`config.mk`:
```
export PLATFORM = sky130hd
export DESIGN_NAME = qsn_shift_sequencer
export DESIGN_NICKNAME = d
export VERILOG_FILES = /design/src/rtl/qsn_shift_sequencer.sv
export SDC_FILE = /design/constraint.sdc
export NUM_CORES = 1
export LEC_CHECK = 0
export BUFFER_PORTS_ARGS = -buffer_cell sky130_fd_sc_hd__clkbuf_2
export CAP_MARGIN = 25
export CORE_ASPECT_RATIO = 1.5
export CORE_MARGIN = 2
export CORE_UTILIZATION = 30
export DETAILED_ROUTE_END_ITERATION = 6
export GPL_ROUTABILITY_DRIVEN = 0
export HOLD_SLACK_MARGIN = 0.05
export PLACE_DENSITY = 0.53
export REMOVE_ABC_BUFFERS = 1
export SETUP_SLACK_MARGIN = 0.5
export SYNTH_ARGS = -nofsm -noshare
export SYNTH_HDL_FRONTEND = slang
export SYNTH_SLANG_ARGS = --single-unit
```
`constraint.sdc`:
```
create_clock -name sys_clk -period 6.9 [get_ports sys_clk]
set_clock_uncertainty 0.2 [all_clocks]
set_input_delay 2.07 -clock sys_clk [delete_from_list [all_inputs] [get_ports sys_clk]]
set_output_delay 2.07 -clock sys_clk [all_outputs]
set_load 0.01 [all_outputs]
```
`src/rtl/qsn_shift_sequencer.sv`:
```
// qsn_shift_sequencer
//   Issues the cyclic shift factors for the QSN permutation controller during layered
//   decoding. For every iteration and layer it walks the submatrix columns twice: first
//   the stored shift (variable-to-check page, sched_cmd=0), then the reverse shift
//   (P - s) mod P (check-to-variable page, sched_cmd=1), over a valid/ready handshake.
//
// Ports
//   sys_clk, rstn       clock, asynchronous active-low reset
//   cfg_we/addr/shift   shift table write port (IDLE only), addr = layer*ROW_WEIGHT+col
//   start, iter_max     begin a run; iter_max captured at start, 0 treated as 1
//   shift_ready         downstream accepts the current beat
//   shift_factor/valid  registered beat for the QSN controller
//   sched_cmd           0 = variable-message phase, 1 = check-message phase
//   layer_idx           layer of the current beat
//   busy, done          run in progress / one-cycle pulse after the last acceptance
//   cfg_err             sticky out-of-range shift write flag
//
// Build option
//   QSN_SEQ_CFG_CHECK_EN: reject table writes with shift >= CHECK_PARALLELISM and set
//   cfg_err. Without it every in-range-address write is stored and cfg_err is 0.

module qsn_shift_sequencer #(
   parameter int unsigned CHECK_PARALLELISM = 85,
   parameter int unsigned SHIFT_WIDTH       = 7,
   parameter int unsigned LAYER_NUM         = 4,
   parameter int unsigned ROW_WEIGHT        = 6,
   parameter int unsigned ITER_WIDTH        = 5,
   parameter int unsigned ADDR_WIDTH        = 5,
   localparam int unsigned LAYER_W = (LAYER_NUM > 1) ? $clog2(LAYER_NUM) : 1
) (
   input  logic                   sys_clk,
   input  logic                   rstn,
   input  logic                   cfg_we,
   input  logic [ADDR_WIDTH-1:0]  cfg_addr,
   input  logic [SHIFT_WIDTH-1:0] cfg_shift,
   input  logic                   start,
   input  logic [ITER_WIDTH-1:0]  iter_max,
   input  logic                   shift_ready,
   output logic [SHIFT_WIDTH-1:0] shift_factor,
   output logic                   shift_valid,
   output logic                   sched_cmd,
   output logic [LAYER_W-1:0]     layer_idx,
   output logic                   busy,
   output logic                   done,
   output logic                   cfg_err
);

   localparam int unsigned DEPTH = LAYER_NUM * ROW_WEIGHT;
   localparam int unsigned COL_W = (ROW_WEIGHT > 1) ? $clog2(ROW_WEIGHT) : 1;
   localparam logic [ADDR_WIDTH:0]  DEPTH_L = (ADDR_WIDTH + 1)'(DEPTH);
   localparam logic [SHIFT_WIDTH:0] P_L     = (SHIFT_WIDTH + 1)'(CHECK_PARALLELISM);

   typedef enum logic [1:0] {StIdle, StVn, StCn, StDone} state_e;

   state_e                 state_q, state_d;
   logic [ITER_WIDTH-1:0]  iter_q, iter_d, iter_last_q, iter_last_d;
   logic [LAYER_W-1:0]     layer_q, layer_d;
   logic [COL_W-1:0]       col_q, col_d;
   logic [SHIFT_WIDTH-1:0] tbl_q [DEPTH];

   logic [SHIFT_WIDTH-1:0] factor_d;
   logic                   valid_d, cmd_d, busy_d, done_d;
   logic [LAYER_W-1:0]     lidx_d;

   logic                   accept, last_col, load, tbl_we, addr_ok;
   logic [ADDR_WIDTH-1:0]  rd_addr;
   logic [SHIFT_WIDTH-1:0] rd_shift;
   logic [SHIFT_WIDTH:0]   rev_wide;

   assign accept   = shift_valid & shift_ready;
   assign last_col = (col_q == COL_W'(ROW_WEIGHT - 1));
   assign addr_ok  = ({1'b0, cfg_addr} < DEPTH_L);

`ifdef QSN_SEQ_CFG_CHECK_EN
   logic shift_bad, cfg_err_q;
   assign shift_bad = ({1'b0, cfg_shift} >= P_L);
   assign tbl_we    = cfg_we && (state_q == StIdle) && addr_ok && !shift_bad;

   always_ff @(posedge sys_clk or negedge rstn) begin
      if (!rstn) begin
         cfg_err_q <= 1'b0;
      end else if (cfg_we && (state_q == StIdle) && addr_ok && shift_bad) begin
         cfg_err_q <= 1'b1;
      end
   end
   assign cfg_err = cfg_err_q;
`else
   assign tbl_we  = cfg_we && (state_q == StIdle) && addr_ok;
   assign cfg_err = 1'b0;
`endif

   always_ff @(posedge sys_clk or negedge rstn) begin
      if (!rstn) begin
         for (int i = 0; i < DEPTH; i++) tbl_q[i] <= '0;
      end else if (tbl_we) begin
         tbl_q[cfg_addr] <= cfg_shift;
      end
   end

   // Walk pointer (state, iter, layer, col) always names the beat on the output, or the
   // next one to present while shift_valid is low.
   always_comb begin
      state_d     = state_q;
      iter_d      = iter_q;
      iter_last_d = iter_last_q;
      layer_d     = layer_q;
      col_d       = col_q;
      done_d      = 1'b0;
      unique case (state_q)
         StIdle: begin
            if (start) begin
               iter_last_d = (iter_max == '0) ? '0 : iter_max - 1'b1;
               iter_d      = '0;
               layer_d     = '0;
               col_d       = '0;
               state_d     = StVn;
            end
         end
         StVn: begin
            if (accept) begin
               if (last_col) begin
                  col_d   = '0;
                  state_d = StCn;
               end else begin
                  col_d = col_q + 1'b1;
               end
            end
         end
         StCn: begin
            if (accept) begin
               if (last_col) begin
                  col_d = '0;
                  if (layer_q != LAYER_W'(LAYER_NUM - 1)) begin
                     layer_d = layer_q + 1'b1;
                     state_d = StVn;
                  end else if (iter_q != iter_last_q) begin
                     layer_d = '0;
                     iter_d  = iter_q + 1'b1;
                     state_d = StVn;
                  end else begin
                     state_d = StDone;
                     done_d  = 1'b1;
                  end
               end else begin
                  col_d = col_q + 1'b1;
               end
            end
         end
         StDone: state_d = StIdle;
         default: state_d = StIdle;
      endcase
   end

   // Output beat is fetched from the next pointer so acceptance reloads with no bubble.
   assign rd_addr  = ADDR_WIDTH'(int'(layer_d) * ROW_WEIGHT + int'(col_d));
   assign rd_shift = tbl_q[rd_addr];
   assign rev_wide = P_L - {1'b0, rd_shift};

   // Entering from IDLE skips a cycle so the first beat lands one edge after start.
   assign load = ((state_q == StVn) || (state_q == StCn)) &&
                 ((state_d == StVn) || (state_d == StCn)) && (!shift_valid || accept);

   always_comb begin
      factor_d = shift_factor;
      valid_d  = shift_valid;
      cmd_d    = sched_cmd;
      lidx_d   = layer_idx;
      if (load) begin
         valid_d = 1'b1;
         cmd_d   = (state_d == StCn);
         lidx_d  = layer_d;
         if (state_d == StCn) begin
            factor_d = (rd_shift == '0) ? '0 : rev_wide[SHIFT_WIDTH-1:0];
         end else begin
            factor_d = rd_shift;
         end
      end else if ((state_d != StVn) && (state_d != StCn)) begin
         valid_d = 1'b0;
      end
   end

   // busy lags the state register by one cycle on entry and drops as DONE exits.
   assign busy_d = (state_q != StIdle) && (state_d != StIdle);

   always_ff @(posedge sys_clk or negedge rstn) begin
      if (!rstn) begin
         state_q      <= StIdle;
         iter_q       <= '0;
         iter_last_q  <= '0;
         layer_q      <= '0;
         col_q        <= '0;
         shift_factor <= '0;
         shift_valid  <= 1'b0;
         sched_cmd    <= 1'b0;
         layer_idx    <= '0;
         busy         <= 1'b0;
         done         <= 1'b0;
      end else begin
         state_q      <= state_d;
         iter_q       <= iter_d;
         iter_last_q  <= iter_last_d;
         layer_q      <= layer_d;
         col_q        <= col_d;
         shift_factor <= factor_d;
         shift_valid  <= valid_d;
         sched_cmd    <= cmd_d;
         layer_idx    <= lidx_d;
         busy         <= busy_d;
         done         <= done_d;
      end
   end

endmodule

```
* After elaboration in Yosys (flattened, before gate mapping)
Index checks and enable logic that the tools add are counted.
Storage, ports and cells: flip-flop bits (word level) 198, input bits 22, logic and storage cells 125, output and inout bits 14
Operators by class: mux-type cells 40, multiply operators 1, magnitude comparators 4, reductions and logical operators 21, $add $sub $neg 6, bitwise operators 3, equality and inequality tests 15
Operator list (count):
- bitwise mux 168 bit | 1
- binary-select mux 7 bit (select 5 bit) | 1
- demux 7 bit (select 5 bit) | 1
- two-way mux 7 bit | 5
- two-way mux 5 bit | 6
- two-way mux 2 bit | 12
- inequality test 2 bit (second input constant) | 7
- >= comparator 6 bit (second input constant) | 2
- inverter 5 -> 6 bit | 2
- one-hot mux 5 bit (2 select lines) | 1
- two-way mux 3 bit | 3
- one-hot mux 2 bit (4 select lines) | 1
- nonzero test 2 bit | 4
- logical AND 1 bit | 7
- logical NOT 7 bit | 1
- two-way mux 1 bit | 7
- subtractor 7 bit (first input constant) | 1
- == test 2 bit (second input constant) | 3
- < comparator 6 x 1 -> 1 bit (second input constant) | 1
- one-hot mux 3 bit (2 select lines) | 1
- AND reduction 6 bit | 1
- adder 5 x 1 -> 5 bit (second input constant) | 1
- adder 5 x 3 -> 5 bit | 1
- logical NOT 5 bit | 1
- 16 further kinds | 19

* Logic depth before layout (Yosys ltp)
depth after elaboration 15, gate-level depth with buffers 22, mapped depth without buffers 21

* Worst setup path after synthesis
Ideal clock, no wire load.
kind input port to flip-flop, from input port shift_ready, to register shift_factor[6], arrival 6.847 ns, slack -0.268 ns, library setup time 0.122 ns, stages 16, cell sequence nand3_1 nor3b_1 a21boi_0 or2_2 a21oi_1 inv_1 ha_1 fa_1 buf_1 clkbuf_1 mux4_2 a22oi_1 nand3_1 or4_4 o31a_1 a32o_1
On the way: word-level cells in the longest chain between the ends 12, elaborated cells on any way between the ends 24, those cells by class add/sub (2); mul (1); eq/ne (2); mux (12); bitwise (2); reduce/logical (5)
Ends and longest elaborated chain:
- start: declaration | RTL line 38 | input logic shift_ready,
- bitwise AND 1 bit * | RTL line 70 | assign accept = shift_valid & shift_ready;
- two-way mux 2 bit * | RTL line 130 | if (accept) begin
- one-hot mux 2 bit (2 select lines) * | RTL line 109 | unique case (state_q)
- via layer_d[0] | RTL line 57 | logic [LAYER_W-1:0] layer_q, layer_d;
- multiplier 2 x 2 -> 4 bit * | RTL line 155 | assign rd_addr = ADDR_WIDTH'(int'(layer_d) * ROW_WEIGHT + int'(col_d));
- adder 5 x 3 -> 5 bit * | RTL line 155
- inverter 5 -> 6 bit (implied by the code) * | RTL line 156 | assign rd_shift = tbl_q[rd_addr];
- binary-select mux 7 bit (select 5 bit) * | RTL line 156
- two-way mux 7 bit (implied by the code) * (2 in series) | RTL line 156
- subtractor 7 bit / logical NOT 7 bit (equally long branches) | RTL line 157, 173
- two-way mux 7 bit | RTL line 173 | factor_d = (rd_shift == '0) ? '0 : rev_wide[SHIFT_WIDTH-1:0];
- two-way mux 7 bit * | RTL line 172 | if (state_d == StCn) begin
- end signal: assignment | RTL line 204 | shift_factor <= factor_d;
- end: declaration | RTL line 39 | output logic [SHIFT_WIDTH-1:0] shift_factor,
The timed path passes the listed nets; every way through them passes the cells marked *. The select of a mux whose other input is x is not followed. A chain may end at the register's enable or synchronous reset.

* Final worst setup path
Same ends and word-level chain as after synthesis.

==> metrics <==
H-tree depth=4; Avg Inst Size Synth=between 10 and 15 sq um; LEAKAGE=~5.2 nW; total number of yosys warnings=0; CTS tree=done; Peak VDD IR=between 0.1 and 0.15 mV; global-route usage over all layers=0.159; DR top layer=met4; Clk Latency, worst-skew pair=0.45 ns; Max-cap violations=0; register area=~5000 sq um; Worst Reg-to-Reg Cells=16; CP startpoint kind=primary input; P_int=0.00248 W; Hold EP=sched_cmd; DR iter-0 viols=444; vias per cell=5.16; multi-input logic area=around 4600 sq um; Antenna Violating Nets Remaining=0; crit-path max FO=12; HPWL Detailed=17700 um; headroom to the max-slew limit=0.259; Core Box Area=31900 sq um; met3 routed wirelength=755 um; count leader, synth=dfrtp_1; antenna violations before repair=0; crit path time final=6.14 ns; clk sinks=roughly 200; DRC viols=0; Die Area=33900 sq um; Total Nets Final=881; largest cells by area after synthesis=dfrtp_1, mux2_2, mux4_2; vias in the first global route=6795; layout cell share with drive strength beyond 1=0.366; Core Util, Final=0.352; HP Class=register to register; reg2reg start=state_q[0]; I/O Buffers=34; largest net degree at the start of global routing=186; First-pass DRT Iterations=5; chip height=between 200 and 250 um; DP Worst Slack=0.0346 ns; FF-to-FF End=shift_factor[6]; fin. max-slew vios=0; Mapped Area=9730 sq um; CP Data Required Time=7.05 ns; Placement Rows=80; Power Density=332 nW/um^2; P&R area growth vs syn=15.4%; DR vias=6543; Worst-Margin Slew=1.11 ns; first-pass GRT wire length=40400 um; Synth top area share=0.509; WL final=25600 um; WL/cell=20.2 um; synth unique cells=a little over 60; Clock Path Buffers=2; Setup Viol. Count Final=0; CTS Buf Count=17; slack of the worst reg-to-reg path=1.75 ns; Crit Path Class=primary input to register; Synth area leader=dfrtp_1; Most used DFF post-synth=dfrtp_1; CTS clk-pin slew, worst paths=0.08 ns; Post-synth top cells=dfrtp_1, mux2_2, nand2_1; Logic pwr share=0.309; sequential-to-total area share from yosys stat=0.509; fin crit share=0.890; Mapped Cells=between 700 and 800; crit end category=register; post-synthesis async set-or-reset flop share=1.00; critical path arrival=roughly 6.3 ns; sequential share of power=0.417; fillcell total=a little over 3000; number of synthesized flops with an enable pin=0; worst hold stages=2; status=completed; sw frac=0.335; WL met1=10800 um; Yosys reg bits=between 150 and 200; hold path start=sched_cmd; Peak Freq=0.163 GHz; RSZ-0062 raised after global routing=false; gr ovfl total=0; Clock Power Share=0.274; final hold violations=0; IO Pins=36; Final Worst Setup Slack=0.758 ns; Initial Util=0.305; CTS root buffer=clkbuf_16; Net Sw Power=0.00125 W; Met2 Routed Length=13500 um; Die Wd=151 um
[per-stage QoR]
step	setup TNS (ns)	cells	power, W	hold WS (ns)	cell area, sq um
6_report	0	1268	0.00373	0.294	11200
2_1_floorplan	-1.57	751	0.00225	0.269	9540
5_1_grt	0	1267	0.00394	0.317	11200
3_5_place_dp	0	1232	0.00272	0.278	10500
4_1_cts	0	1264	0.00375	0.299	11100
3_3_place_gp	0	1232	0.00270	0.270	10500
[worst max path at each step]
stage / slack, ns / from / depth (start not counted) / end
detailed placement: 0.03 / shift_ready / 21 / shift_factor[5]
floorplan: -0.47 / shift_ready / 17 / shift_factor[6]
finish: 0.76 / shift_ready / 16 / shift_factor[6]
global route: 0.53 / shift_ready / 20 / shift_factor[5]
global placement: 0.11 / shift_ready / 20 / shift_factor[5]
CTS: 0.53 / shift_ready / 21 / shift_factor[5]
[final cells by class]
| cell class | count | area share |
|---|---|---|
| diodes | 1 | 0.000223 |
| clock buffers | 20 | 0.0398 |
| clock inverters | 12 | 0.0138 |
| inverters | 17 | 0.00590 |
| multi-input cells | 536 | 0.407 |
| flip-flops and latches | 198 | 0.441 |
| well taps | 410 | 0.0457 |
| repair buffers | 74 | 0.0465 |
[repair_timing]
action	in CTS	in global routing
resized for setup	0	12
hold buffers	0	0
endpoints found under the setup margin	0	6
setup buffers	0	2
[sequential cells by signal, summed over array words and instances (netlist names)]
signal	flops
col_q	3
busy	1
sched_cmd	1
shift_valid	1
iter_q	5
layer_q	2
state_q	2
layer_idx	2
shift_factor	7
iter_last_q	5
tbl_q	168
done	1
[placed cells by master, fill, tap and decap left out, types with 16 or more instances in the layout]
cell type,count
dfrtp_1,198
mux2_2,171
nand2_1,50
nand3_1,47
o21ai_0,41
buf_4,37
nor2_1,34
clkbuf_2,33
mux4_2,18
clkbuf_16,18
inv_1,16
a31oi_1,16
[worst max-delay path, cell delays in order]
cell and delay (ns):
clkbuf_2 0.13, nand3_1 0.12, nor3b_2 0.23, a21boi_1 0.11
or2_2 0.32, a22o_1 0.28, ha_1 0.32, fa_2 0.58
buf_12 0.17, buf_4 0.18, mux4_2 0.30, a22oi_1 0.29
nand3_1 0.17, or4_4 0.45, o31a_1 0.31, a32o_1 0.25
[kinds of logic after synthesis]
family                     synth area share
and+or+nand+nor                      0.0897
other                              0.000385
DFF                                   0.509
AOI/OAI and AO/OA                    0.0847
adders and majority gates            0.0201
xor gates and xnor gates             0.0108
muxes                                 0.258
buffers and inverters                0.0271
[power groups by stage]
| stage | Clock (W) | Sequential (W) | Combinational [W] |
|---|---|---|---|
| after floorplan | 0 | 0.00153 | 0.000721 |
| final | 0.00102 | 0.00155 | 0.00115 |
| after detailed placement | 0 | 0.00158 | 0.00114 |
| after CTS | 0.00106 | 0.00155 | 0.00114 |
| after global placement | 0 | 0.00157 | 0.00113 |
| after global routing | 0.00109 | 0.00159 | 0.00126 |
[layer usage]
layer,vias up,global-route usage
met5,-,0
met4,0,0.0506
met3,24,0.0282
met2,117,0.280
met1,3382,0.196
li1,3020,-
Note: power is estimated with default switching activity, not from simulation.
